[config.mk]
export PLATFORM = sky130hd
export DESIGN_NAME = id_ex_stage
export DESIGN_NICKNAME = d
export VERILOG_FILES = /design/src/rtl/id_ex_stage_pkg.sv /design/src/rtl/id_ex_stage_alu_ctrl_dec.sv /design/src/rtl/id_ex_stage.sv
export SDC_FILE = /design/constraint.sdc
export NUM_CORES = 1
export LEC_CHECK = 0
export ABC_AREA = 0
export BUFFER_PORTS_ARGS = -buffer_cell sky130_fd_sc_hd__buf_2
export CORE_AREA = 3 3 136 138
export DETAILED_ROUTE_END_ITERATION = 10
export DIE_AREA = 0 0 139 141
export PLACE_DENSITY = 0.66
export SYNTH_ARGS = -nofsm -noshare
export SYNTH_HDL_FRONTEND = slang
export SYNTH_HIERARCHICAL = 1
export SYNTH_SLANG_ARGS = --single-unit
[constraint.sdc]
create_clock -name clk -period 2.6 [get_ports clk]
set_clock_uncertainty 0.05 [all_clocks]
set_input_delay 0.52 -clock clk [delete_from_list [all_inputs] [get_ports clk]]
set_output_delay 0.52 -clock clk [all_outputs]
set_load 0.05 [all_outputs]
[src/rtl/id_ex_stage_pkg.sv]
// ---------------------------------------------------------------------------
// id_ex_stage_pkg
//   Shared definitions for the ID/EX pipeline register and its ALU-control
//   decoder: ALU control codes, aluOp encodings, R-type funct values and the
//   bit positions inside the ID and EX control bundles.
// ---------------------------------------------------------------------------
package id_ex_stage_pkg;

    // 4-bit ALU control codes driven to the ALU
    localparam logic [3:0] ALU_AND = 4'b0000;
    localparam logic [3:0] ALU_OR  = 4'b0001;
    localparam logic [3:0] ALU_ADD = 4'b0010;
    localparam logic [3:0] ALU_SUB = 4'b0110;
    localparam logic [3:0] ALU_SLT = 4'b0111;

    // aluOp field produced by the main decoder
    typedef enum logic [1:0] {
        ALUOP_ADD   = 2'b00,
        ALUOP_SUB   = 2'b01,
        ALUOP_RTYPE = 2'b10,
        ALUOP_SLT   = 2'b11
    } alu_op_e;

    // R-type funct values understood by the ALU
    localparam logic [5:0] FUNCT_ADD = 6'b100000;
    localparam logic [5:0] FUNCT_SUB = 6'b100010;
    localparam logic [5:0] FUNCT_AND = 6'b100100;
    localparam logic [5:0] FUNCT_OR  = 6'b100101;
    localparam logic [5:0] FUNCT_SLT = 6'b101010;

    // ID control bundle {regDst,aluSrc,regWrite,memRead,memWrite,memToReg,branch}
    localparam int ID_CTRL_W    = 7;
    localparam int CTRL_REG_DST = 6;
    localparam int CTRL_ALU_SRC = 5;
    localparam int CTRL_MEM_WR  = 2;
    localparam int CTRL_BRANCH  = 0;

    // EX control bundle {regWrite,memRead,memWrite,memToReg,branch}
    localparam int EX_CTRL_W    = 5;
    localparam int EX_REG_WRITE = 4;
    localparam int EX_MEM_READ  = 3;

endpackage

[src/rtl/id_ex_stage_alu_ctrl_dec.sv]
// ---------------------------------------------------------------------------
// id_ex_stage_alu_ctrl_dec
//   Combinational ALU-control decoder.
//   Ports:
//     alu_op   in  2  aluOp from the main decoder
//     funct    in  6  instruction funct field (used only for R-type)
//     alu_ctr  out 4  ALU control code
//   Unknown R-type funct values fall back to ADD.
// ---------------------------------------------------------------------------
module id_ex_stage_alu_ctrl_dec
    import id_ex_stage_pkg::*;
(
    input  logic [1:0] alu_op,
    input  logic [5:0] funct,
    output logic [3:0] alu_ctr
);

    always_comb begin
        // NOTE: every output of a combinational block gets a default first;
        // a path that leaves it unassigned would infer a latch.
        alu_ctr = ALU_ADD;
        case (alu_op_e'(alu_op))
            ALUOP_ADD: alu_ctr = ALU_ADD;
            ALUOP_SUB: alu_ctr = ALU_SUB;
            ALUOP_SLT: alu_ctr = ALU_SLT;
            ALUOP_RTYPE: begin
                case (funct)
                    FUNCT_ADD: alu_ctr = ALU_ADD;
                    FUNCT_SUB: alu_ctr = ALU_SUB;
                    FUNCT_AND: alu_ctr = ALU_AND;
                    FUNCT_OR:  alu_ctr = ALU_OR;
                    FUNCT_SLT: alu_ctr = ALU_SLT;
                    default:   alu_ctr = ALU_ADD;
                endcase
            end
            default: alu_ctr = ALU_ADD;
        endcase
    end

endmodule

[src/rtl/id_ex_stage.sv]
// ---------------------------------------------------------------------------
// id_ex_stage
//   ID/EX pipeline register of a 5-stage MIPS datapath. Decodes the ALU
//   control, selects forwarded operands (EX > MEM > WB > regfile), detects
//   load-use hazards and inserts bubbles, and honours hold/flush.
//   Ports:
//     clk, rst_n                    clock, synchronous active-low reset
//     hold                          freeze the whole pipeline
//     flush                         squash the ID instruction (bubble into EX)
//     id_valid, id_ctrl, id_aluOp,
//     id_funct, id_rs/rt/rd,
//     id_rsData, id_rtData, id_imm  decoded instruction in ID
//     alu_res                       ALU result of the instruction now in EX
//     mem_regWrite/WriteReg/fwdData MEM-stage forwarding source
//     wb_regWrite/writeReg/data     WB-stage forwarding source
//     stall_id                      freeze PC and IF/ID (combinational)
//     ex_*                          registered EX-stage outputs
// ---------------------------------------------------------------------------
module id_ex_stage
    import id_ex_stage_pkg::*;
#(
    parameter int DATA_W = 32,
    parameter int REG_W  = 5
) (
    input  logic                 clk,
    input  logic                 rst_n,
    input  logic                 hold,
    input  logic                 flush,
    input  logic                 id_valid,
    input  logic [6:0]           id_ctrl,
    input  logic [1:0]           id_aluOp,
    input  logic [5:0]           id_funct,
    input  logic [REG_W-1:0]     id_rs,
    input  logic [REG_W-1:0]     id_rt,
    input  logic [REG_W-1:0]     id_rd,
    input  logic [DATA_W-1:0]    id_rsData,
    input  logic [DATA_W-1:0]    id_rtData,
    input  logic [DATA_W-1:0]    id_imm,
    input  logic [DATA_W-1:0]    alu_res,
    input  logic                 mem_regWrite,
    input  logic [REG_W-1:0]     mem_writeReg,
    input  logic [DATA_W-1:0]    mem_fwdData,
    input  logic                 wb_regWrite,
    input  logic [REG_W-1:0]     wb_writeReg,
    input  logic [DATA_W-1:0]    wb_data,
    output logic                 stall_id,
    output logic                 ex_valid,
    output logic [DATA_W-1:0]    ex_input1,
    output logic [DATA_W-1:0]    ex_input2,
    output logic [3:0]           ex_aluCtr,
    output logic [DATA_W-1:0]    ex_storeData,
    output logic [REG_W-1:0]     ex_writeReg,
    output logic [4:0]           ex_ctrl
);

    // EX-stage state
    logic                 valid_q,      valid_d;
    logic [EX_CTRL_W-1:0] ctrl_q,       ctrl_d;
    logic [DATA_W-1:0]    input1_q,     input1_d;
    logic [DATA_W-1:0]    input2_q,     input2_d;
    logic [3:0]           alu_ctr_q,    alu_ctr_d;
    logic [DATA_W-1:0]    store_data_q, store_data_d;
    logic [REG_W-1:0]     write_reg_q,  write_reg_d;

    logic [3:0]        id_alu_ctr;
    logic [DATA_W-1:0] fwd_rs;
    logic [DATA_W-1:0] fwd_rt;
    logic              reads_rt;
    logic              load_use;

    id_ex_stage_alu_ctrl_dec u_alu_ctrl_dec (
        .alu_op  (id_aluOp),
        .funct   (id_funct),
        .alu_ctr (id_alu_ctr)
    );

    // Operand source priority: EX > MEM > WB > regfile. $0 always reads 0.
    // A load in EX has no data yet, so it is never a forwarding source.
    function automatic logic [DATA_W-1:0] fwd(input logic [REG_W-1:0] r,
                                              input logic [DATA_W-1:0] rf_data);
        if (r == '0)
            return '0;
        if (valid_q && ctrl_q[EX_REG_WRITE] && !ctrl_q[EX_MEM_READ] && write_reg_q == r)
            return alu_res;
        if (mem_regWrite && mem_writeReg == r)
            return mem_fwdData;
        if (wb_regWrite && wb_writeReg == r)
            return wb_data;
        return rf_data;
    endfunction

    always_comb begin
        fwd_rs   = fwd(id_rs, id_rsData);
        fwd_rt   = fwd(id_rt, id_rtData);

        // rt is a source for R-type, stores and branches; for loads/immediates
        // it is only the destination.
        reads_rt = id_ctrl[CTRL_REG_DST] | id_ctrl[CTRL_MEM_WR] | id_ctrl[CTRL_BRANCH];
        load_use = id_valid & valid_q & ctrl_q[EX_MEM_READ] & (write_reg_q != '0) &
                   ((write_reg_q == id_rs) | (reads_rt & (write_reg_q == id_rt)));

        // A taken branch squashes the dependent instruction, so no stall.
        stall_id = hold | (load_use & ~flush);
    end

    always_comb begin
        valid_d      = valid_q;
        ctrl_d       = ctrl_q;
        input1_d     = input1_q;
        input2_d     = input2_q;
        alu_ctr_d    = alu_ctr_q;
        store_data_d = store_data_q;
        write_reg_d  = write_reg_q;

        if (!hold) begin
            if (flush || load_use || !id_valid) begin
                valid_d      = 1'b0;
                ctrl_d       = '0;
                input1_d     = '0;
                input2_d     = '0;
                alu_ctr_d    = '0;
                store_data_d = '0;
                write_reg_d  = '0;
            end else begin
                valid_d      = 1'b1;
                ctrl_d       = id_ctrl[EX_CTRL_W-1:0];
                input1_d     = fwd_rs;
                input2_d     = id_ctrl[CTRL_ALU_SRC] ? id_imm : fwd_rt;
                alu_ctr_d    = id_alu_ctr;
                store_data_d = fwd_rt;
                write_reg_d  = id_ctrl[CTRL_REG_DST] ? id_rd : id_rt;
            end
        end
    end

    always_ff @(posedge clk) begin
        // NOTE: sequential state uses non-blocking assignments so every flop
        // samples pre-edge values regardless of statement order.
        if (!rst_n) begin
            valid_q      <= 1'b0;
            ctrl_q       <= '0;
            input1_q     <= '0;
            input2_q     <= '0;
            alu_ctr_q    <= '0;
            store_data_q <= '0;
            write_reg_q  <= '0;
        end else begin
            valid_q      <= valid_d;
            ctrl_q       <= ctrl_d;
            input1_q     <= input1_d;
            input2_q     <= input2_d;
            alu_ctr_q    <= alu_ctr_d;
            store_data_q <= store_data_d;
            write_reg_q  <= write_reg_d;
        end
    end

    assign ex_valid     = valid_q;
    assign ex_ctrl      = ctrl_q;
    assign ex_input1    = input1_q;
    assign ex_input2    = input2_q;
    assign ex_aluCtr    = alu_ctr_q;
    assign ex_storeData = store_data_q;
    assign ex_writeReg  = write_reg_q;

endmodule

# ---- After elaboration in Yosys (flattened, before gate mapping)
# Index checks and enable logic that the tools add are counted.
# W data, S select, Z words.
dict set report word_totals {
  register_bits 111
  out_inout_bits 112
  elab_cells 94
}
dict set report classes {
  n_eq_ne 13
  mux 47
  n_bitwise 11
  reduce_logical 16
}
# op count
set op_table {}
lappend op_table {{$mux W32} 20}
lappend op_table {{$eq A5 B5 Y1} 6}
lappend op_table {{$eq A6 B6 Y1 const B} 4}
lappend op_table {{$mux W1} 21}
lappend op_table {{$pmux W4 S4} 1}
lappend op_table {{$mux W5} 3}
lappend op_table {{$pmux W3 S4} 1}
lappend op_table {{$logic_not A5 Y1} 2}
lappend op_table {{$logic_and A1 B1 Y1} 8}
lappend op_table {{$and A1 B1 Y1} 6}
lappend op_table {{$reduce_bool A5 Y1} 1}
lappend op_table {{$eq A2 B2 Y1 const B} 2}
lappend op_table {{$mux W4} 1}
lappend op_table {{$or A1 B1 Y1} 4}
lappend op_table {{$eq A2 B1 Y1 const B} 1}
lappend op_table {{$logic_not A1 Y1} 2}
lappend op_table {{$logic_not A2 Y1} 1}
lappend op_table {{$logic_or A1 B1 Y1} 2}
lappend op_table {{$not A1 Y1} 1}

# ---- Logic depth before layout (Yosys ltp)
# Gate-level depths: netlist of run 1.
dict set report depth {
  ltp_word 16
  ltp_mapped 9
  depth_no_buf 6
}

# ---- Modules after synthesis
# The synthesis of run 1 kept the hierarchy.
# module n_inst cells_each area_each_um2 seq_area_each_um2
set modules_own_cells {}
lappend modules_own_cells {id_ex_stage 1 685 6082.1 2222.1}
lappend modules_own_cells {id_ex_stage_alu_ctrl_dec 1 12 76.3 0.0}

# ---- Least setup slack after synthesis of run 1
# Ideal clock, no wire load.
dict set report synth_path {
  kind {register to output}
  startpoint {reg write_reg_q[0], in the netlist ex_writeReg[0]}
  endpoint {out stall_id}
  arrival_ps 2437
  required_ps 2030
  setup_slack_ps -407
  stages_incl_launch_ff 6
  n_path_buf 0
  path_cell_list {dfxtp_1 > or4_4 > o2111ai_4 > nor4_4 > nor2_2 > o21bai_1}
}
dict set report synth_via {
  elab_chain_cells 6
}
# item line
set synth_lines {}
lappend synth_lines {{start: declaration} id_ex_stage.sv:63} ;# logic [REG_W-1:0] write_reg_q, write_reg_d;
lappend synth_lines {{start signal: assignment} id_ex_stage.sv:154} ;# write_reg_q <= write_reg_d;
lappend synth_lines {{$eq A5 B5 Y1} id_ex_stage.sv:100} ;# ((write_reg_q == id_rs) | (reads_rt & (write_reg_q == id_rt)));
lappend synth_lines {{$and A1 B1 Y1} id_ex_stage.sv:100}
lappend synth_lines {{$or A1 B1 Y1} id_ex_stage.sv:100}
lappend synth_lines {{$and A1 B1 Y1 (*)} id_ex_stage.sv:99} ;# load_use = id_valid & valid_q & ctrl_q[EX_MEM_READ] & (write_reg_q != '0) &
lappend synth_lines {{$and A1 B1 Y1 (*)} id_ex_stage.sv:103} ;# stall_id = hold | (load_use & ~flush);
lappend synth_lines {{$or A1 B1 Y1 (*)} id_ex_stage.sv:103}
lappend synth_lines {{end: declaration} id_ex_stage.sv:46} ;# output logic stall_id,
# Every way passes the cells marked *; elsewhere a longest branch is shown, timed or not.

# ---- Worst setup path after layout of run 1
# Ends and elaborated chain as after synthesis.

==> flow_summary.yaml, run 1 <==
timing:
  setup_violations: 1
  layout_min_cycle_time_ns: 2.61
  setup_tns_ns: -0.0115
  rsz0062_at_grt: "yes"
  max_clock_freq_ghz: 0.383
  fin_ws_ns: -0.0115
  post-route-period-util_pct: 100
  slew_violations: 0
  hold_ws_ns: 0.334
  hold_viol: 0
pwr:
  sw_frac_of_total_pct: 30.3
  power_density_nw_per_um2: 454
  p_int_mw: 2.74
  ir_worst_vdd_mv: 0.306
  power.leakage_nw: 4.01
  pwr-share-seq_pct: 45.1
  power.switching_mw: 1.19
  p_total_mw: 3.93
  p_clk_share_pct: 34.8
  combPwrFrac_pct: 20.1
setup_path:
  worstPathCellList: "or4_4 > o2111ai_4 > nor3_4 > buf_6 > nor2_4 > o21bai_2 > buf_6"
  setup.worst_path.start_class: "register"
  cp.required_ns: 2.03
  cpMostUsedCell: "buf_6"
  path_max_fanout: 3
  slowest_delay_ns: 0.54
  arrival_ns: 2.04
  end_kind: "output pin"
  crit_path_top_delay_cell: "or4_4"
  critical_path_class: "reg2out"
  reg2regPathDepth: 9
global_route:
  grt_use_total_pct: 24.1
  grt_max_degree: 65
  met1_usage_pct: 29.5
  antenna_found_initial: 2
  grt_pass1_vias: 6648
  use_met3_pct: 5.66
  met2_usage_pct: 41.7
  busiest_layer: "met2"
  grt_pass1_wl_mm: 37.3
  grt_overflow_total: 0
placement:
  preCtsSetupSlack_ns: -0.0671
  dp_hpwl_mm: 19.2
  port_buffers: 350
  gp_congestion: 0.924
routing:
  drcViolationCount: 0
  wl_per_cell_um: 19.7
  drt_iter0_drc: 353
  vias_per_cell: 5.29
  dr.pass1.iters: 6
  routed-via-count: 6712
  ant_nets: 0
  routed_wl_mm: 25.0
floorplan:
  chipWidth_um: 139
  die-height_um: 141
  io_pins: 351
  std_cell_rows: 48
  coreArea_um2: 17300
  dieArea_um2: 19600
  initial_core_util_pct: 35.6
synth:
  synth_ff_type: "dfxtp_1"
  synth_top_area_share_pct: 36.1
  synth_commonest_cells: "dfxtp_1 (111), o21ai_0 (81), nand2_1 (71), a22oi_1 (46)"
  synth_cell_types: 45
  synth_edf_count: 0
  syn_area_per_cell_um2: 8.84
  synthArstFlopShare_pct: 0
  synthesis.nets: 936
  syn_inst: 697
  synth_top_cell_by_area: "dfxtp_1"
  ys_warn_count: 6
  seq_area_frac_synth_pct: 36.1
  synthTopCellsByArea: "dfxtp_1 (36%), mux2_2 (6.8%), o21ai_0 (6.6%)"
  synth-seq-cells: 111
  syn-cell-area_um2: 6160
  yosysMostFrequentCell: "dfxtp_1"
clock_tree:
  cts_buffers: 9
  root_buffer: "clkbuf_16"
  cts_hold_buf: 0
  cts_tree: "built"
  cts_sinks: 111
  clk_path_buf_depth: 2
  htree_levels: 3
  clk_pin_slew_ns: 0.08
  clkLatencyLatePin_ns: 0.35
finish:
  drive_gt1_share_pct: 44.6
  area_growth_syn_to_layout_pct: 40.6
  nets: 1278
job:
  drv_cap: 0
hold_path:
  hp-class: "in2reg"
  hold_path_depth: 3
outcome:
  violations: "setup timing"
  outcome: "finished with violations"
## power groups by stage
stage / Clock (mW) / Combinational [mW] / Sequential (mW)
2_1_floorplan: 0 / 0.261 / 1.97
3_3_place_gp: 0 / 0.788 / 1.81
3_5_place_dp: 0 / 0.788 / 1.81
4_1_cts: 1.41 / 0.794 / 1.77
5_1_grt: 1.49 / 0.846 / 1.78
6_report: 1.37 / 0.792 / 1.77
## stage by stage
stage	util (%)	area, um^2	std cells
2_1_floorplan	-	6170	697
3_3_place_gp	48.1	8310	1248
3_5_place_dp	48.1	8310	1248
4_1_cts	49.9	8640	1266
5_1_grt	50.1	8660	1270
6_report	50.1	8660	1270
## metal layers
layer	wire length [um]	up-vias
li1	-	3241
met1	9970	3107
met2	12400	324
met3	2010	38
met4	636	2
met5	18	-
## critical path: cells and delay by family (launching register included)
kind | cells | cell delay [ns]
AND/OR/NAND/NOR | 3 | 0.73
AO/OA/AOI/OAI | 2 | 0.34
flip-flops | 1 | 0.33
buffers and inverters | 2 | 0.30
## layout make-up
cell class | count | area (um^2)
fill | 1708 | 8640
multi-input combinational | 524 | 3690
sequential | 111 | 2230
timing repair buffer | 392 | 2170
tap | 225 | 282
clock buffer | 11 | 233
clock inverter | 5 | 48.8
inverter | 1 | 3.75
antenna | 1 | 2.50
## cells by family after synthesis
family / synth area share, %
mux: 12.0
buf+inv: 4.61
compound gates: 27.0
xor+xnor: 4.27
other cells: 0.0609
flops: 36.1
simple gates: 16.0
## cells in the final DEF, fill, tap and decap left out, types with 3 or more instances in the layout
cell type and instances:
nor4_1 4, o21ai_1 17, buf_6 3, clkbuf_16 9, and3_2 3, buf_4 33, xnor2_1 14, buf_12 7
o21ai_0 81, dfxtp_2 5, dfxtp_1 106, nand2_1 71, nor3_4 3, nand3_1 4, nor2_1 3, xor2_1 16
nand2b_1 25, mux2i_1 32, or3_1 33, o211ai_1 24, a22oi_1 46, a21o_1 32, o221ai_1 8, buf_2 349
mux2_2 37, a22o_1 32, nor2b_1 15
## path summary, 6_finish.rpt
kind,slack (ns),endpoint,start
min reg2reg,0.40,ex_storeData[25]$_SDFFE_PN0N_,ex_storeData[25]$_SDFFE_PN0N_
max reg2reg,0.14,ex_input1[16]$_SDFFE_PN0N_,ex_writeReg[0]$_SDFFE_PN0N_
min,0.33,ex_input2[8]$_SDFFE_PN0N_,id_imm[8]
max,-0.01,stall_id,ex_writeReg[0]$_SDFFE_PN0N_
## sequential cells by signal, indices dropped and copies added (netlist names)
signal,count
ex_input1,32
ex_input2,32
ex_storeData,32
ex_ctrl,5
ex_writeReg,5
ex_aluCtr,4
ex_valid,1
## repair_timing
| item | 4_1_cts | 5_1_grt |
|---|---|---|
| setup endpoints to repair | 1 | 18 |
| gates resized for setup | 6 | 0 |
| cloned | 0 | 0 |
| buffers inserted | 2 | 3 |
| pin swaps | 5 | 3 |
Power figures use the tool's default switching activity.
==> run 2, diff against run 1 <==
- PLACE_DENSITY: 0.66 -> 0.69
- SETUP_SLACK_MARGIN: default -> 0.2
- clock period: 2.6 -> 2.1 ns (I/O delays scaled with it)
==> run 2 against run 1 <==
Compared with the run above:
- the flow still finishes with violations (setup timing)
- sequential power rose by 24%
- critical path depth fell by 1
- via count rose by 4.9%
- die area did not move
- highest routed layer unchanged
- first-iteration DRC count rose by 23%
- non-clock buffer count rose by 53
- core utilization rose by 7.2 points
==> flow_summary.yaml, run 2 (synthesis results as in run 1) <==
outcome:
  outcome: "finished with violations"
  violations: "setup timing"
setup_path:
  end_kind: "output pin"
  cp.required_ns: 1.63
  worstReg2RegStart: "ex_writeReg[3]$_SDFFE_PN0N_"
  setup.worst_path.start_class: "register"
  crit_path_top_delay_cell: "or4_4"
  r2r_slack_ns: -0.32
  path_max_fanout: 3
  critical_path_class: "reg2out"
  worstPathCellList: "or4_4 > o2111ai_4 > nor4_4 > nor2_4 > o21bai_4 > buf_8"
  arrival_ns: 1.97
  slowest_delay_ns: 0.54
  reg2regPathDepth: 11
  r2r_end: "ex_input2[6]$_SDFFE_PN0N_"
global_route:
  busiest_layer: "met2"
  grt_pass1_vias: 7016
  met1_usage_pct: 32.2
  grt_pass1_wl_mm: 40.6
  met2_usage_pct: 46.1
  use_met3_pct: 5.26
  antenna_found_initial: 2
  grt_use_total_pct: 26.3
  grt_overflow_total: 0
  grt_max_degree: 50
finish:
  area_growth_syn_to_layout_pct: 61.0
  layout.cells.most_common_list: "buf_2 (349), dfxtp_1 (104), nand2_1 (69)"
  drive_gt1_share_pct: 53.1
  final_util_pct: 57.3
  final_common_cell: "buf_2"
  stdcell_count: 1323
  nets: 1331
timing:
  slew_violations: 0
  setup_violations: 111
  post-route-period-util_pct: 116
  hold_ws_ns: 0.238
  layout_min_cycle_time_ns: 2.44
  max_clock_freq_ghz: 0.410
  rsz0062_at_grt: "yes"
  fin_ws_ns: -0.338
  hold_viol: 0
placement:
  dp_hpwl_mm: 19.2
  port_buffers: 350
  gp_congestion: 0.902
  dp.cells: 1273
  preCtsSetupSlack_ns: -0.345
clock_tree:
  cts_sinks: 111
  cts_tree: "built"
  cts_hold_buf: 0
  cts_buffers: 9
  clk_pin_slew_ns: 0.08
  htree_levels: 3
  clkLatencyLatePin_ns: 0.35
  clk_path_buf_depth: 2
  root_buffer: "clkbuf_16"
pwr:
  p_total_mw: 5.06
  ir_worst_vdd_mv: 0.471
  power_density_nw_per_um2: 510
  power.leakage_nw: 4.56
floorplan:
  coreArea_um2: 17300
  chipWidth_um: 139
  initial_core_util_pct: 35.6
  io_pins: 351
  std_cell_rows: 48
  dieArea_um2: 19600
  die-height_um: 141
routing:
  ant_nets: 0
  wl_per_cell_um: 20.2
  drcViolationCount: 0
  drt_iter0_drc: 435
  routed-via-count: 7040
  dr.pass1.iters: 5
  vias_per_cell: 5.32
  routed_wl_mm: 26.8
hold_path:
  worstHoldStart: "id_imm[26]"
  holdPathEnd: "ex_input2[26]$_SDFFE_PN0N_"
  hp-class: "in2reg"
  hold_path_depth: 3
job:
  drv_cap: 0
==> run 2: changes by cell type in the layout (fill, tap and decap cells not counted), moves of 4 or more <==
| cell | change |
|---|---|
| a22oi_1 | -13 |
| o21ai_0 | -48 |
| o21ai_2 | +38 |
| buf_4 | +8 |
| o21ai_1 | +9 |
| buf_6 | +9 |
| buf_16 | +10 |
| buf_8 | +4 |
| dfxtp_4 | +5 |
| a22oi_2 | +13 |
| buf_12 | +22 |
==> run 2: per-layer routing <==
layer | routed length, um | part of all wire [%] | vias up
met5 | 7 | 0.026 | -
met4 | 646 | 2.4 | 2
met3 | 1960 | 7.3 | 37
met2 | 13500 | 50 | 322
met1 | 10700 | 40 | 3315
li1 | - | - | 3364
==> run 2: final cells by class <==
| type | instances | area [um^2] |
|---|---|---|
| Antenna cell | 1 | 2.50 |
| Sequential cell | 111 | 2240 |
| Fill cell | 1603 | 7380 |
| Clock inverter | 5 | 51.3 |
| Inverter | 1 | 3.75 |
| Multi-Input combinational cell | 524 | 3980 |
| Tap cell | 225 | 282 |
| Clock buffer | 11 | 243 |
| Timing Repair Buffer | 445 | 3110 |
==> run 2: how the worst max path moves through the flow <==
| stage | from | endpoint | slack (ns) | cells after the start |
|---|---|---|---|---|
| 5_1_grt | ex_writeReg[3]$_SDFFE_PN0N_ | ex_input2[19]$_SDFFE_PN0N_ | -0.41 | 11 |
| 4_1_cts | ex_writeReg[3]$_SDFFE_PN0N_ | stall_id | -0.40 | 6 |
| 6_report | ex_writeReg[3]$_SDFFE_PN0N_ | stall_id | -0.34 | 6 |
| 2_1_floorplan | id_rt[0] | stall_id | -0.08 | 6 |
| 3_3_place_gp | id_rt[4] | ex_input2[24]$_SDFFE_PN0N_ | -0.33 | 9 |
| 3_5_place_dp | ex_writeReg[0]$_SDFFE_PN0N_ | ex_ctrl[4]$_SDFFE_PN0N_ | -0.34 | 7 |
==> run 2: repair_timing <==
action / in CTS / in global routing
endpoints found under the setup margin: 111 / 111
pin swaps: 55 / 5
setup buffers: 20 / 1
cloned: 12 / 0
gates resized for setup: 105 / 21
==> run 2: worst max-delay path: cells and delay by family, from the launching register on <==
family	cells	cell delay, ns
compound gates	2	0.33
simple gates	3	0.79
buf+inv	1	0.15
flops	1	0.35
==> run 2: where the power goes <==
group | total, mW | internal, mW | switching (mW)
Sequential | 2.19 | 2.16 | 0.0324
Clock | 1.73 | 0.865 | 0.864
Combinational | 1.14 | 0.499 | 0.643
Total | 5.06 | 3.52 | 1.54
==> run 2: per-stage QoR <==
stage               cell area (um^2)  TNS [ns]
finish                          9910    -24.20
global route                    9910    -33.73
CTS                             9800    -26.39
detailed placement              8720    -24.71
global placement                8720    -22.98
floorplan                       6320     -1.43
